===== config.mk =====
export PLATFORM = sky130hd
export DESIGN_NAME = up_axi_lite_initiator
export DESIGN_NICKNAME = d
export VERILOG_FILES = /design/src/rtl/up_axi_lite_initiator_pkg.sv /design/src/rtl/up_xfer_fsm.sv /design/src/rtl/up_axi_lite_initiator.sv
export SDC_FILE = /design/constraint.sdc
export NUM_CORES = 1
export LEC_CHECK = 0
export BUFFER_PORTS_ARGS = -buffer_cell sky130_fd_sc_hd__buf_2
export CORE_ASPECT_RATIO = 0.9
export CORE_MARGIN = 1.5
export CORE_UTILIZATION = 51
export DETAILED_ROUTE_END_ITERATION = 10
export PLACE_DENSITY_LB_ADDON = 0.05
export SYNTH_ARGS = -nofsm -noshare
export SYNTH_HDL_FRONTEND = slang
export SYNTH_SLANG_ARGS = --single-unit

===== constraint.sdc =====
create_clock -name up_clk -period 2.55 [get_ports up_clk]
set_input_delay 0.3825 -clock up_clk [delete_from_list [all_inputs] [get_ports up_clk]]
set_output_delay 0.3825 -clock up_clk [all_outputs]
set_load 0.03 [all_outputs]

===== src/rtl/up_axi_lite_initiator_pkg.sv =====
// Shared types and constants for the AXI4-Lite to up-bus initiator bridge.
`timescale 1ns/1ps
package up_axi_lite_initiator_pkg;

    localparam logic [1:0] RESP_OKAY   = 2'b00;
    localparam logic [1:0] RESP_SLVERR = 2'b10;

    typedef enum logic [1:0] {
        XFER_IDLE = 2'd0,
        XFER_REQ  = 2'd1,
        XFER_WAIT = 2'd2,
        XFER_RESP = 2'd3
    } xfer_state_t;

    // Bits needed to count 0 .. n-1, never less than one.
    function automatic int cnt_width(input int n);
        return (n < 2) ? 1 : $clog2(n);
    endfunction

endpackage


===== src/rtl/up_xfer_fsm.sv =====
// One up-bus transfer: request strobe, ack wait with timeout, held AXI response.
`timescale 1ns/1ps
module up_xfer_fsm
    import up_axi_lite_initiator_pkg::*;
#(
    parameter int          TIMEOUT_CYCLES = 64,
    parameter logic [31:0] TIMEOUT_DATA   = 32'hdead_dead
) (
    input  logic        up_clk,
    input  logic        up_rstn,
    input  logic        start,
    input  logic        ack,
    input  logic [31:0] ack_data,
    input  logic        resp_ready,
    output logic        req,
    output logic        resp_valid,
    output logic [1:0]  resp,
    output logic [31:0] resp_data,
    output xfer_state_t state
);

    localparam int            CW       = cnt_width(TIMEOUT_CYCLES);
    localparam logic [CW-1:0] CNT_LAST = CW'(TIMEOUT_CYCLES - 1);

    logic [CW-1:0] cnt;

    always_ff @(posedge up_clk or negedge up_rstn) begin
        if (!up_rstn) begin
            state      <= XFER_IDLE;
            req        <= 1'b0;
            resp_valid <= 1'b0;
            resp       <= RESP_OKAY;
            resp_data  <= 32'h0;
            cnt        <= '0;
        end else begin
            case (state)
                XFER_IDLE: begin
                    if (start) begin
                        state <= XFER_REQ;
                        req   <= 1'b1;
                    end
                end
                XFER_REQ: begin
                    req   <= 1'b0;
                    cnt   <= '0;
                    state <= XFER_WAIT;
                end
                XFER_WAIT: begin
                    // An ack in the final wait cycle still beats the timeout.
                    if (ack) begin
                        state      <= XFER_RESP;
                        resp_valid <= 1'b1;
                        resp       <= RESP_OKAY;
                        resp_data  <= ack_data;
                    end else if (cnt == CNT_LAST) begin
                        state      <= XFER_RESP;
                        resp_valid <= 1'b1;
                        resp       <= RESP_SLVERR;
                        resp_data  <= TIMEOUT_DATA;
                    end else begin
                        cnt <= cnt + 1'b1;
                    end
                end
                XFER_RESP: begin
                    if (resp_ready) begin
                        state      <= XFER_IDLE;
                        resp_valid <= 1'b0;
                    end
                end
                default: begin
                    state <= XFER_IDLE;
                end
            endcase
        end
    end

endmodule


===== src/rtl/up_axi_lite_initiator.sv =====
// AXI4-Lite slave to up-bus initiator: independent write and read transfer paths.
`timescale 1ns/1ps
module up_axi_lite_initiator
    import up_axi_lite_initiator_pkg::*;
#(
    parameter int          ADDRESS_WIDTH     = 14,
    parameter int          AXI_ADDRESS_WIDTH = 16,
    parameter int          TIMEOUT_CYCLES    = 64,
    parameter logic [31:0] TIMEOUT_DATA      = 32'hdead_dead
) (
    input  logic                         up_clk,
    input  logic                         up_rstn,
    input  logic                         s_axi_awvalid,
    input  logic [AXI_ADDRESS_WIDTH-1:0] s_axi_awaddr,
    output logic                         s_axi_awready,
    input  logic                         s_axi_wvalid,
    input  logic [31:0]                  s_axi_wdata,
    input  logic [3:0]                   s_axi_wstrb,
    output logic                         s_axi_wready,
    output logic                         s_axi_bvalid,
    output logic [1:0]                   s_axi_bresp,
    input  logic                         s_axi_bready,
    input  logic                         s_axi_arvalid,
    input  logic [AXI_ADDRESS_WIDTH-1:0] s_axi_araddr,
    output logic                         s_axi_arready,
    output logic                         s_axi_rvalid,
    output logic [31:0]                  s_axi_rdata,
    output logic [1:0]                   s_axi_rresp,
    input  logic                         s_axi_rready,
    output logic                         up_wreq,
    output logic [ADDRESS_WIDTH-1:0]     up_waddr,
    output logic [31:0]                  up_wdata,
    input  logic                         up_wack,
    output logic                         up_rreq,
    output logic [ADDRESS_WIDTH-1:0]     up_raddr,
    input  logic [31:0]                  up_rdata,
    input  logic                         up_rack
);

    // Handshake rule: a channel completes on a rising edge where valid && ready;
    // ready is offered only in IDLE and, for writes, only when AW and W are both valid.
    logic        accept_en;
    logic        wr_accept;
    logic        rd_accept;
    xfer_state_t wr_state;
    xfer_state_t rd_state;
    logic [31:0] wr_resp_data;
    logic        unused_inputs;

    // Keeps every ready low while reset is asserted, whatever the valids do.
    always_ff @(posedge up_clk or negedge up_rstn) begin
        if (!up_rstn) begin
            accept_en <= 1'b0;
        end else begin
            accept_en <= 1'b1;
        end
    end

    assign wr_accept     = accept_en && (wr_state == XFER_IDLE) && s_axi_awvalid && s_axi_wvalid;
    assign rd_accept     = accept_en && (rd_state == XFER_IDLE) && s_axi_arvalid;
    assign s_axi_awready = wr_accept;
    assign s_axi_wready  = wr_accept;
    assign s_axi_arready = rd_accept;

    always_ff @(posedge up_clk or negedge up_rstn) begin
        if (!up_rstn) begin
            up_waddr <= '0;
            up_wdata <= 32'h0;
            up_raddr <= '0;
        end else begin
            if (wr_accept) begin
                up_waddr <= s_axi_awaddr[AXI_ADDRESS_WIDTH-1:2];
                up_wdata <= s_axi_wdata;
            end
            if (rd_accept) begin
                up_raddr <= s_axi_araddr[AXI_ADDRESS_WIDTH-1:2];
            end
        end
    end

    up_xfer_fsm #(
        .TIMEOUT_CYCLES (TIMEOUT_CYCLES),
        .TIMEOUT_DATA   (TIMEOUT_DATA)
    ) i_wr_fsm (
        .up_clk     (up_clk),
        .up_rstn    (up_rstn),
        .start      (wr_accept),
        .ack        (up_wack),
        .ack_data   (32'h0),
        .resp_ready (s_axi_bready),
        .req        (up_wreq),
        .resp_valid (s_axi_bvalid),
        .resp       (s_axi_bresp),
        .resp_data  (wr_resp_data),
        .state      (wr_state)
    );

    up_xfer_fsm #(
        .TIMEOUT_CYCLES (TIMEOUT_CYCLES),
        .TIMEOUT_DATA   (TIMEOUT_DATA)
    ) i_rd_fsm (
        .up_clk     (up_clk),
        .up_rstn    (up_rstn),
        .start      (rd_accept),
        .ack        (up_rack),
        .ack_data   (up_rdata),
        .resp_ready (s_axi_rready),
        .req        (up_rreq),
        .resp_valid (s_axi_rvalid),
        .resp       (s_axi_rresp),
        .resp_data  (s_axi_rdata),
        .state      (rd_state)
    );

    // Byte lanes and byte offsets carry no information on a word-only bus.
    assign unused_inputs = ^{s_axi_wstrb, s_axi_awaddr[1:0], s_axi_araddr[1:0], wr_resp_data};

endmodule


* Word-level counts from Yosys, hierarchy flattened
Index checks and enable logic that the tools add are counted.
W data, S select, Z words.
** Word-level totals
- Register bits after elaboration :: 117
- Input bits :: 109
- Output and inout port bits :: 103
- Logic and storage cells :: 94
** Operators by class
- Add/subtract/negate cells :: 2
- Equality and inequality tests :: 18
- Multiplexer cells :: 34
- Reductions and logical operators :: 25
** Operators by type and width (number)
- $mux W32 :: 2
- $mux W2 :: 12
- $mux W6 :: 4
- $pmux W6 S2 :: 2
- $reduce_and A3 Y1 :: 6
- $ne A2 B2 Y1 const B :: 8
- $pmux W2 S4 :: 2
- $reduce_bool A2 Y1 :: 8
- $add A6 B1 Y6 const B :: 2
- $eq A6 B6 Y1 const B :: 2
- $eq A2 B2 Y1 const B :: 4
- $mux W1 :: 8
- $pmux W1 S2 :: 4
- $reduce_and A2 Y1 :: 4
- $ne A3 B2 Y1 const B :: 2
- $logic_and A1 B1 Y1 :: 5
- $eq A2 B1 Y1 const B :: 2
- $logic_not A2 Y1 :: 2

* Logic depth before layout (Yosys ltp)
Gate-level depths: netlist (run 1).
- Depth after elaboration :: 6
- Mapped depth :: 8
- Gate-level depth less buffers :: 6

* By module
From an unflattened synthesis (run 1), not the netlist that was laid out.
** Unflattened totals
- Cell total of the unflattened synthesis :: 426
- Area total of the unflattened synthesis :: 6167.2 um^2
** By module, submodules not included
- up_xfer_fsm :: times used 2, cells each 146, area each 1858.0 um^2, seq. area each 1076.0 um^2
- up_axi_lite_initiator :: times used 1, cells each 134, area each 2451.1 um^2, seq. area each 1526.5 um^2

* Worst setup path before layout (run 1)
OpenSTA, ideal clock, no wires.
- Kind :: flip-flop to output port
- From :: register i_wr_fsm.state[0]
- To :: output s_axi_wready
- Arrival :: 1579 ps
- Data required time :: 2168 ps
- Path slack :: 588 ps
- Cell stages (with the launch flop) :: 7
- Buffers on the path :: 2
- Path through :: dfrtp_1 -> inv_1 -> ha_1 -> nand4_1 -> inv_1 -> clkbuf_1 -> buf_4
** On the way
- Word-level cells in the longest chain between the ends :: 4
** RTL lines
- start, declared :: line up_xfer_fsm.sv:19 : output xfer_state_t state
- start signal, assigned :: line up_xfer_fsm.sv:29 : state <= XFER_IDLE;
- start signal, assigned :: line up_xfer_fsm.sv:39 : state <= XFER_REQ;
- start signal, assigned :: line up_xfer_fsm.sv:46 : state <= XFER_WAIT;
- $logic_not A2 Y1 :: line up_axi_lite_initiator.sv:59 : assign wr_accept = accept_en && (wr_state == XFER_IDLE) && s_axi_awvalid && s_axi_wvalid;
- $logic_and A1 B1 Y1 (3 in series) :: line up_axi_lite_initiator.sv:59
- end, declared :: line up_axi_lite_initiator.sv:19 : output logic s_axi_wready,
Every way passes these cells.

* Worst setup path in the final report (run 1)
Ends and elaborated chain as after synthesis.

==> results of run 1 <==
==> cells in the mapped netlist (3+ instances only) <==
master	number	area, um^2
a31oi_1	4	25.02
o21ai_0	5	25.02
buf_1	4	15.01
o22a_1	22	192.7
buf_4	5	37.54
nand4_1	4	25.02
nor2b_1	3	18.77
nand3_1	4	20.02
ha_1	10	125.1
nor2_1	7	26.28
mux2_2	15	168.9
a21oi_1	11	55.05
a22o_1	13	113.9
clkbuf_1	5	18.77
buf_2	7	35.03
dfrtp_1	115	2878
nor3_1	3	15.01
o211ai_1	4	30.03
inv_1	10	37.54
nand2_1	152	570.6
==> tightest hold or removal path: cells and delay by family <==
family                 cells  cell delay (ns)
buffers and inverters      1             0.08
AND/OR/NAND/NOR            2             0.08
==> sequential cells by signal, summed over array words and instances (netlist names) <==
signal and cells:
i_rd_fsm.resp_data 32, up_wdata 32, up_raddr 14, up_waddr 14, i_rd_fsm.cnt 6, i_wr_fsm.cnt 6, i_rd_fsm.state 2, i_wr_fsm.state 2
accept_en 1, i_rd_fsm.req 1, i_rd_fsm.resp 1, i_rd_fsm.resp_valid 1, i_wr_fsm.req 1, i_wr_fsm.resp 1, i_wr_fsm.resp_valid 1
==> area by class of cell <==
class                   instances  area, um^2
inverters                      10       37.54
well taps                     119       148.9
fillers                       674        2335
clock inverters                 9       152.6
clock buffers                  21       469.2
multi-input cells             288        1672
repair buffers                208        1076
flip-flops and latches        115        2878
==> power groups by stage <==
stage / Combinational, mW / Clock, mW / Sequential, mW
after global placement: 3.84 / 0 / 3.05
after floorplan: 1.24 / 0 / 4.57
after detailed placement: 3.93 / 0 / 3.10
after CTS: 3.97 / 2.51 / 3.08
final: 3.93 / 2.46 / 3.08
after global routing: 4.22 / 2.59 / 3.19
==> layer usage <==
layer	part of all wire, %	routed length, um	global-route usage [%]
met1	41	4688	27.97
met2	51	5845	43.27
met3	5.7	646	7.490
met4	2.0	231	9.606
met5	0	0	0
==> placed cells by master (no fill, tap or decap), types with 7 or more instances in the layout <==
master,Yosys,layout
a21oi_1,11,11
a22o_1,13,13
buf_2,7,200
clkbuf_16,0,16
dfrtp_1,115,115
ha_1,10,10
inv_1,10,10
mux2_2,15,15
nand2_1,152,152
nor2_1,7,7
o22a_1,22,22
==> worst max path at each step <==
stage	slack [ns]	start	cells after the start	end
floorplan	0.59	i_wr_fsm.state[0]	6	s_axi_wready
global route	0.14	i_wr_fsm.state[1]	5	s_axi_wready
CTS	0.26	i_wr_fsm.state[1]	5	s_axi_wready
detailed placement	0.58	i_rd_fsm.state[0]	4	i_rd_fsm.resp_data[26]
global placement	0.67	i_wr_fsm.state[0]	6	i_wr_fsm.state[1]
finish	0.29	i_wr_fsm.state[0]	5	s_axi_wready
==> kinds of logic (layout without fill, tap and decap cells) <==
| kind of cell | Yosys count | in the layout | synth area share [%] |
|---|---|---|---|
| compound gates | 73 | 73 | 12.17 |
| mux | 16 | 16 | 3.922 |
| xor+xnor | 2 | 2 | 0.3736 |
| simple gates | 184 | 184 | 16.28 |
| fa+ha+maj | 10 | 10 | 2.668 |
| flops | 115 | 115 | 61.37 |
| buf+inv | 31 | 248 | 3.068 |
| other cells | 2 | 3 | 0.1601 |
==> through the flow <==
step                      power, mW  utilization, %
after detailed placement      7.026           66.17
after CTS                     9.552           73.37
final                         9.463           73.37
after global placement        6.892           66.17
after floorplan               5.803               -
after global routing          9.996           73.37
==> what timing repair did <==
| action | CTS | global route |
|---|---|---|
| resized for setup | 0 | 0 |
| hold buffers | 1 | 0 |
| endpoints found under the hold margin | 44 | 0 |
==> results.ini, run 1 <==
[global_route]
grt_max_degree = 50
grt_pass1_wl_mm = 18.55
grt_usage_pct = 24.45
antenna_found_initial = 0
grt_pass1_vias = 3905
grt-ovfl-total = 0

[min_path]
hold_depth = 3
worstHoldPathType = input port to flip-flop
min_to = up_waddr[11]
holdCritStartpoint = s_axi_awaddr[13]

[sta]
clock.fmax_mhz = 441.6
period_share_pct = 88.81
slew_headroom_pct = 51.39
setup_viol = 0
maxSlewViolCount = 0
fin_tns_setup_ns = 0
tightest_slew_ns = 0.7274
hold_ws_ns = 0.07271
period_needed_ns = 2.265
hold_viol = 0
skew_ns = 0.01115
rsz0062_at_grt = false
setup_slack_ns = 0.2854

[power_and_ir_drop]
powerDensity_nw_per_um2 = 1471
pwr-share-comb_pct = 41.5
vdd_drop_max_v = 0.0008869
switchingPower_mw = 3.874
p_leak_nw = 3.430
p_seq_share_pct = 32.5
switching_share_pct = 40.94
cellInternalPower_mw = 5.589
p_clk_share_pct = 26.0

[setup_path]
path_common_cell = inv_1
cp_slowest_cell = dfrtp_1
endpoint_kind = output pin
reg2reg_slack_ns = 0.58
startpoint_type = flip-flop
cp_top_family = buffers and inverters
reg2reg_from = i_rd_fsm.state[0]
worst_path_largest_cell_delay_ns = 0.42
path_cells = inv_1, ha_1, nand4_1, inv_1, buf_2
path_buf_inv = 3
critPathMaxFanout = 10
required_ns = 2.17
worstReg2RegEnd = i_rd_fsm.resp_data[2]
cp.arrival_ns = 1.88
worstSetupPathType = flip-flop to output pin
r2r_cells = 4

[drt]
route.vias.total = 3900
routedWlPerCell_um = 14.82
dr.pass1.iters = 5
drt_iter0_drc = 158
final_antenna_net_count = 0
routed_wirelength_mm = 11.41
viasPerCell = 5.065
drc = 0

[clock_network]
cts_buffer_depth = 2
cts_tree = done
htreeDepth = 4
cts_root_buf = clkbuf_8
post_cts_buffers = 0
numCtsBuffers = 17
clk_latency_ns = 0.50
cts_sinks = 115
path_clk_slew_ns = 0.06

[cells_and_area]
diodes = 0
layout.nets = 759
drive_gt1_share_pct = 39.94
area_growth_pct = 37.19
final_cell_area_um2 = 6434
instances_no_fill = 770

[placed_design]
dpl_cell_area_um2 = 5802
hpwlAfterDp_mm = 8.074
dp_slack_ns = 0.5788
port_buffers = 201
gp_congestion = 0.8196
placedCellCount = 739

[yosys]
synth_cell_types = 45
synthCells = 433
yosysWarnings = 0
syn_area_um2 = 4689
avgSynthCellArea_um2 = 10.83
async_flop_share_pct = 100.0
synth_seq_cells = 115
yosysSeqAreaShare_pct = 61.37
synth_edf_count = 0
synthFlopType = dfrtp_1

[outcome]
outcome = completed

[floorplan]
start_util_pct = 53.48
rows = 32
die_area_um2 = 9780
die_x_um = 104.1
die_h_um = 93.97
fp.coreArea_um2 = 8768
io-pin-count = 212

[flow_run]
cap_violations = 0

(Power assumes the default switching activity.)
==> inputs of run 2 (changes only) <==
--- a/config.mk
+++ b/config.mk
@@ -11,6 +11,7 @@
 export CORE_UTILIZATION = 51
 export DETAILED_ROUTE_END_ITERATION = 10
 export PLACE_DENSITY_LB_ADDON = 0.05
+export REMOVE_ABC_BUFFERS = 1
 export SYNTH_ARGS = -nofsm -noshare
 export SYNTH_HDL_FRONTEND = slang
 export SYNTH_SLANG_ARGS = --single-unit
==> run 2 against run 1 <==
  * Global-route usage fell by 0.24 points
  * Final cell count did not move
  * Sequential power barely moved
  * Sequential share of layout area rose by 0.77 points
==> results.ini, run 2 (same netlist as run 1, synthesis figures left out) <==
[outcome]
outcome = completed

[global_route]
grt_max_degree = 68
grt_pass1_wl_mm = 18.08
grt_pass1_vias = 3757
antenna_found_initial = 0
grt_usage_pct = 24.21
grt-ovfl-total = 0

[flow_run]
cap_violations = 0

[power_and_ir_drop]
vdd_drop_max_v = 0.0008431
p_leak_nw = 3.380
powerDensity_nw_per_um2 = 1432

[sta]
clock.fmax_mhz = 444.8
maxSlewViolCount = 0
rsz0062_at_grt = false
period_needed_ns = 2.248
tightest_slew_ns = 0.7405
setup_viol = 0
hold_ws_ns = 0.05523
skew_ns = 0.008409
setup_slack_ns = 0.3017
period_share_pct = 88.17
hold_viol = 0
slew_headroom_pct = 50.52

[setup_path]
startpoint_type = flip-flop
required_ns = 2.17
worstSetupPathType = flip-flop to output pin
reg2reg_slack_ns = 0.61
worstReg2RegEnd = i_wr_fsm.state[1]
cp.arrival_ns = 1.87
reg2reg_from = i_wr_fsm.state[0]
r2r_cells = 6
endpoint_kind = output pin
critPathMaxFanout = 7

[clock_network]
cts_buffer_depth = 2
cts_tree = done
numCtsBuffers = 17
postCtsResizedCells = 0
clk_latency_ns = 0.51
cts_root_buf = clkbuf_8
path_clk_slew_ns = 0.05
htreeDepth = 4
cts_sinks = 115

[drt]
drc = 0
viasPerCell = 4.983
drt_iter0_drc = 167
dr.pass1.iters = 6
final_antenna_net_count = 0
routedWlPerCell_um = 14.52
route.vias.total = 3837
routed_wirelength_mm = 11.18

[placed_design]
port_buffers = 201
dp_slack_ns = 0.5970
hpwlAfterDp_mm = 7.907
gp_congestion = 0.7958

[floorplan]
die_x_um = 104.1
rows = 32
start_util_pct = 53.48
fp.coreArea_um2 = 8768
die_h_um = 93.97
die_area_um2 = 9780
io-pin-count = 212

[min_path]
holdCritStartpoint = s_axi_wdata[15]
min_to = up_wdata[15]
worstHoldPathType = input port to flip-flop
hold_depth = 3

[cells_and_area]
final_common_cell = buf_2
layout.nets = 758
diodes = 0
area_growth_pct = 34.87
top_regs = i_rd_fsm.resp_data: 32 flops, up_wdata: 32 flops
drive_gt1_share_pct = 38.86
final_cell_mix = buf_2, nand2_1, dfrtp_1

[run 2: how the worst max path moves through the flow]
stage                                  from  depth (start not counted)  slack (ns)                    end
after floorplan           i_wr_fsm.state[0]                          4       -0.94          s_axi_awready
after global placement    i_wr_fsm.state[0]                          6        0.67      i_wr_fsm.state[1]
after detailed placement  i_rd_fsm.state[0]                          4        0.60  i_rd_fsm.resp_data[3]
after CTS                 i_wr_fsm.state[0]                          5        0.25          s_axi_awready
after global routing      i_wr_fsm.state[0]                          5        0.15           s_axi_wready
final                     i_wr_fsm.state[0]                          5        0.30           s_axi_wready
[run 2: power breakdown]
group / leakage, nW / switching (mW) / internal [mW]
Clock: 0.253 / 0.750 / 1.33
Sequential: 1.41 / 0.447 / 2.64
Combinational: 1.72 / 2.62 / 1.27
[run 2: repair_timing]
action,in CTS,in global routing
hold buffers,1,0
hold endpoints to repair,48,0
setup buffers,0,0
[run 2: area by class of cell]
cell class | instances | area, um^2
timing repair buffer | 207 | 1069
clock inverter | 5 | 52.55
clock buffer | 26 | 467.9
fill | 652 | 2444
sequential | 115 | 2878
tap | 119 | 148.9
multi-input combinational | 288 | 1672
inverter | 10 | 37.54
[run 2: critical path: stages, from the launching register on]
cell	delay [ns]
dfrtp_1	0.41
inv_1	0.09
ha_1	0.21
nand4_1	0.15
inv_1	0.24
buf_2	0.25
[run 2: metrics by stage]
stage          cell area [um^2]  total power, mW  setup TNS, ns  utilization, %  cells
4_1_cts                    6325            9.137              0           72.13    770
2_1_floorplan              4587            5.761         -39.73               -    413
5_1_grt                    6325            9.584              0           72.13    770
3_3_place_gp               5794            6.898              0           66.08    738
6_report                   6325            9.054              0           72.13    770
3_5_place_dp               5794            7.010              0           66.08    738
[run 2: metal layers]
| layer | track usage [%] | up-vias | wire, um |
|---|---|---|---|
| met5 | 0 | - | 0 |
| met4 | 12.62 | 0 | 274 |
| met3 | 8.738 | 24 | 825 |
| met2 | 38.74 | 147 | 5378 |
| met1 | 29.04 | 1797 | 4698 |
| li1 | - | 1869 | - |
==> inputs of run 3 (changes only) <==
--- a/config.mk
+++ b/config.mk
@@ -6,12 +6,11 @@
 export NUM_CORES = 1
 export LEC_CHECK = 0
 export BUFFER_PORTS_ARGS = -buffer_cell sky130_fd_sc_hd__buf_2
-export CORE_ASPECT_RATIO = 0.9
+export CORE_ASPECT_RATIO = 1.5
 export CORE_MARGIN = 1.5
 export CORE_UTILIZATION = 51
 export DETAILED_ROUTE_END_ITERATION = 10
 export PLACE_DENSITY_LB_ADDON = 0.05
-export REMOVE_ABC_BUFFERS = 1
 export SYNTH_ARGS = -nofsm -noshare
 export SYNTH_HDL_FRONTEND = slang
 export SYNTH_SLANG_ARGS = --single-unit
==> run 3 against run 2 <==
  * The flow now finishes with violations (hold timing)
  * Combinational power increased by 1%
  * Register-to-register slack worse by 0.03 ns
  * Largest cell class unchanged
  * Clock skew grew 0.0013 ns
  * Setup slack gained 0.036 ns
  * Global-route usage is 1.1 points higher
  * Highest routed layer unchanged
  * Critical path type unchanged
==> results.ini, run 3 (same netlist as run 1, synthesis figures left out) <==
[sta]
clock.fmax_mhz = 452.0
rsz0062_at_grt = false
skew_ns = 0.009728
slew_headroom_pct = 50.46
tightest_slew_ns = 0.7414
fin_tns_setup_ns = 0
setup_viol = 0
period_share_pct = 86.77
hold_viol = 2
maxSlewViolCount = 0
period_needed_ns = 2.213
hold_ws_ns = -0.009623

[clock_network]
hold_buffers = 0
cts_tree = done
post_cts_buffers = 0
cts_sinks = 115
numCtsBuffers = 17
postCtsResizedCells = 0
htreeDepth = 4
path_clk_slew_ns = 0.05
clk_latency_ns = 0.41
cts_buffer_depth = 2
cts_root_buf = clkbuf_16

[power_and_ir_drop]
p_leak_nw = 3.425
powerDensity_nw_per_um2 = 1458
vdd_drop_max_v = 0.0007840

[drt]
viasPerCell = 5.115
dr.pass1.iters = 4
final_antenna_net_count = 0
route.vias.total = 3898
routedWlPerCell_um = 15.28
routed_wirelength_mm = 11.64
drt_iter0_drc = 202
drc = 0

[cells_and_area]
final_common_cell = buf_2
diodes = 0
final_cell_mix = buf_2, nand2_1, dfrtp_1
fillerInstances = 691
final_cell_area_um2 = 6385
multiInputGateArea_um2 = 1672
drive_gt1_share_pct = 39.72
regArea_um2 = 2878
top_regs = i_rd_fsm.resp_data: 32 flops, up_wdata: 32 flops
layout.nets = 759
area_growth_pct = 36.15

[setup_path]
worstSetupPathType = flip-flop to output pin
worst_path_largest_cell_delay_ns = 0.41
cp_top_family = buffers and inverters
path_cells = inv_1, ha_1, nand3_1, inv_1, buf_2
path_common_cell = inv_1
startpoint_type = flip-flop
critPathMaxFanout = 10
cp.arrival_ns = 1.83
path_buf_inv = 3
required_ns = 2.17
cp_slowest_cell = dfrtp_1
endpoint_kind = output pin

[global_route]
use_met2_pct = 45.56
grt-busiest-layer = met2
grt_pass1_vias = 3868
grt_pass1_wl_mm = 18.40
grt_max_degree = 51
grt_use_met3_pct = 6.642
grt_usage_pct = 25.29
grt-ovfl-total = 0
met1_usage_pct = 26.86
antenna_found_initial = 0

[floorplan]
die_x_um = 81.30
io-pin-count = 212
die_area_um2 = 9791
fp.coreArea_um2 = 8881
die_h_um = 120.4
start_util_pct = 52.80
rows = 42

[min_path]
worstHoldPathType = input port to asynchronous set/reset pin

[outcome]
outcome = finished with violations
violations = hold timing

[placed_design]
port_buffers = 201
dpl_cell_area_um2 = 5798
hpwlAfterDp_mm = 8.498
gp_congestion = 0.7932

[flow_run]
cap_violations = 0

## run 3: worst paths after layout
check                                  startpoint                     end  slack [ns]  cells after the start
worst max-delay path            i_rd_fsm.state[0]           s_axi_arready        0.34                      5
worst max register to register  i_rd_fsm.state[0]  i_rd_fsm.resp_data[15]        0.58                      4
max in group asynchronous                 up_rstn   i_rd_fsm.resp_data[2]        1.87                      2
worst min register to register        up_wdata[0]             up_wdata[0]        0.47                      2
min in group up_clk               s_axi_wdata[18]            up_wdata[18]        0.16                      3
worst min-delay path                      up_rstn             up_raddr[3]       -0.01                      1
## run 3: cell type report
class,instances,area share [%]
clock buffer,28,8.564
clock inverter,3,0.6271
inverter,10,0.5879
multi-input combinational,288,26.18
sequential,115,45.07
tap,110,2.156
timing repair buffer,208,16.81
## run 3: routing by layer
metal | wire length, um | part of all wire (%) | vias to the layer above
met1 | 4179 | 36 | 1851
met2 | 6550 | 56 | 147
li1 | - | - | 1879
met3 | 623 | 5.4 | 21
met4 | 289 | 2.5 | 0
met5 | 0 | 0 | -
## run 3: power by group
| group | internal (mW) | total [mW] | switching [mW] |
|---|---|---|---|
| logic | 1.28 | 3.93 | 2.65 |
| clock network | 1.54 | 2.29 | 0.753 |
| registers | 2.64 | 3.09 | 0.450 |
## run 3: per-stage QoR
step                std cells  total power [mW]  utilization (%)  setup WS (ns)
global placement          731             6.919            65.29         0.6456
detailed placement        731             7.062            65.29         0.5894
CTS                       762             9.393            71.89         0.3101
floorplan                 434             5.803                -         0.5884
global route              762             9.817            71.89         0.1656
finish                    762             9.309            71.89         0.3375
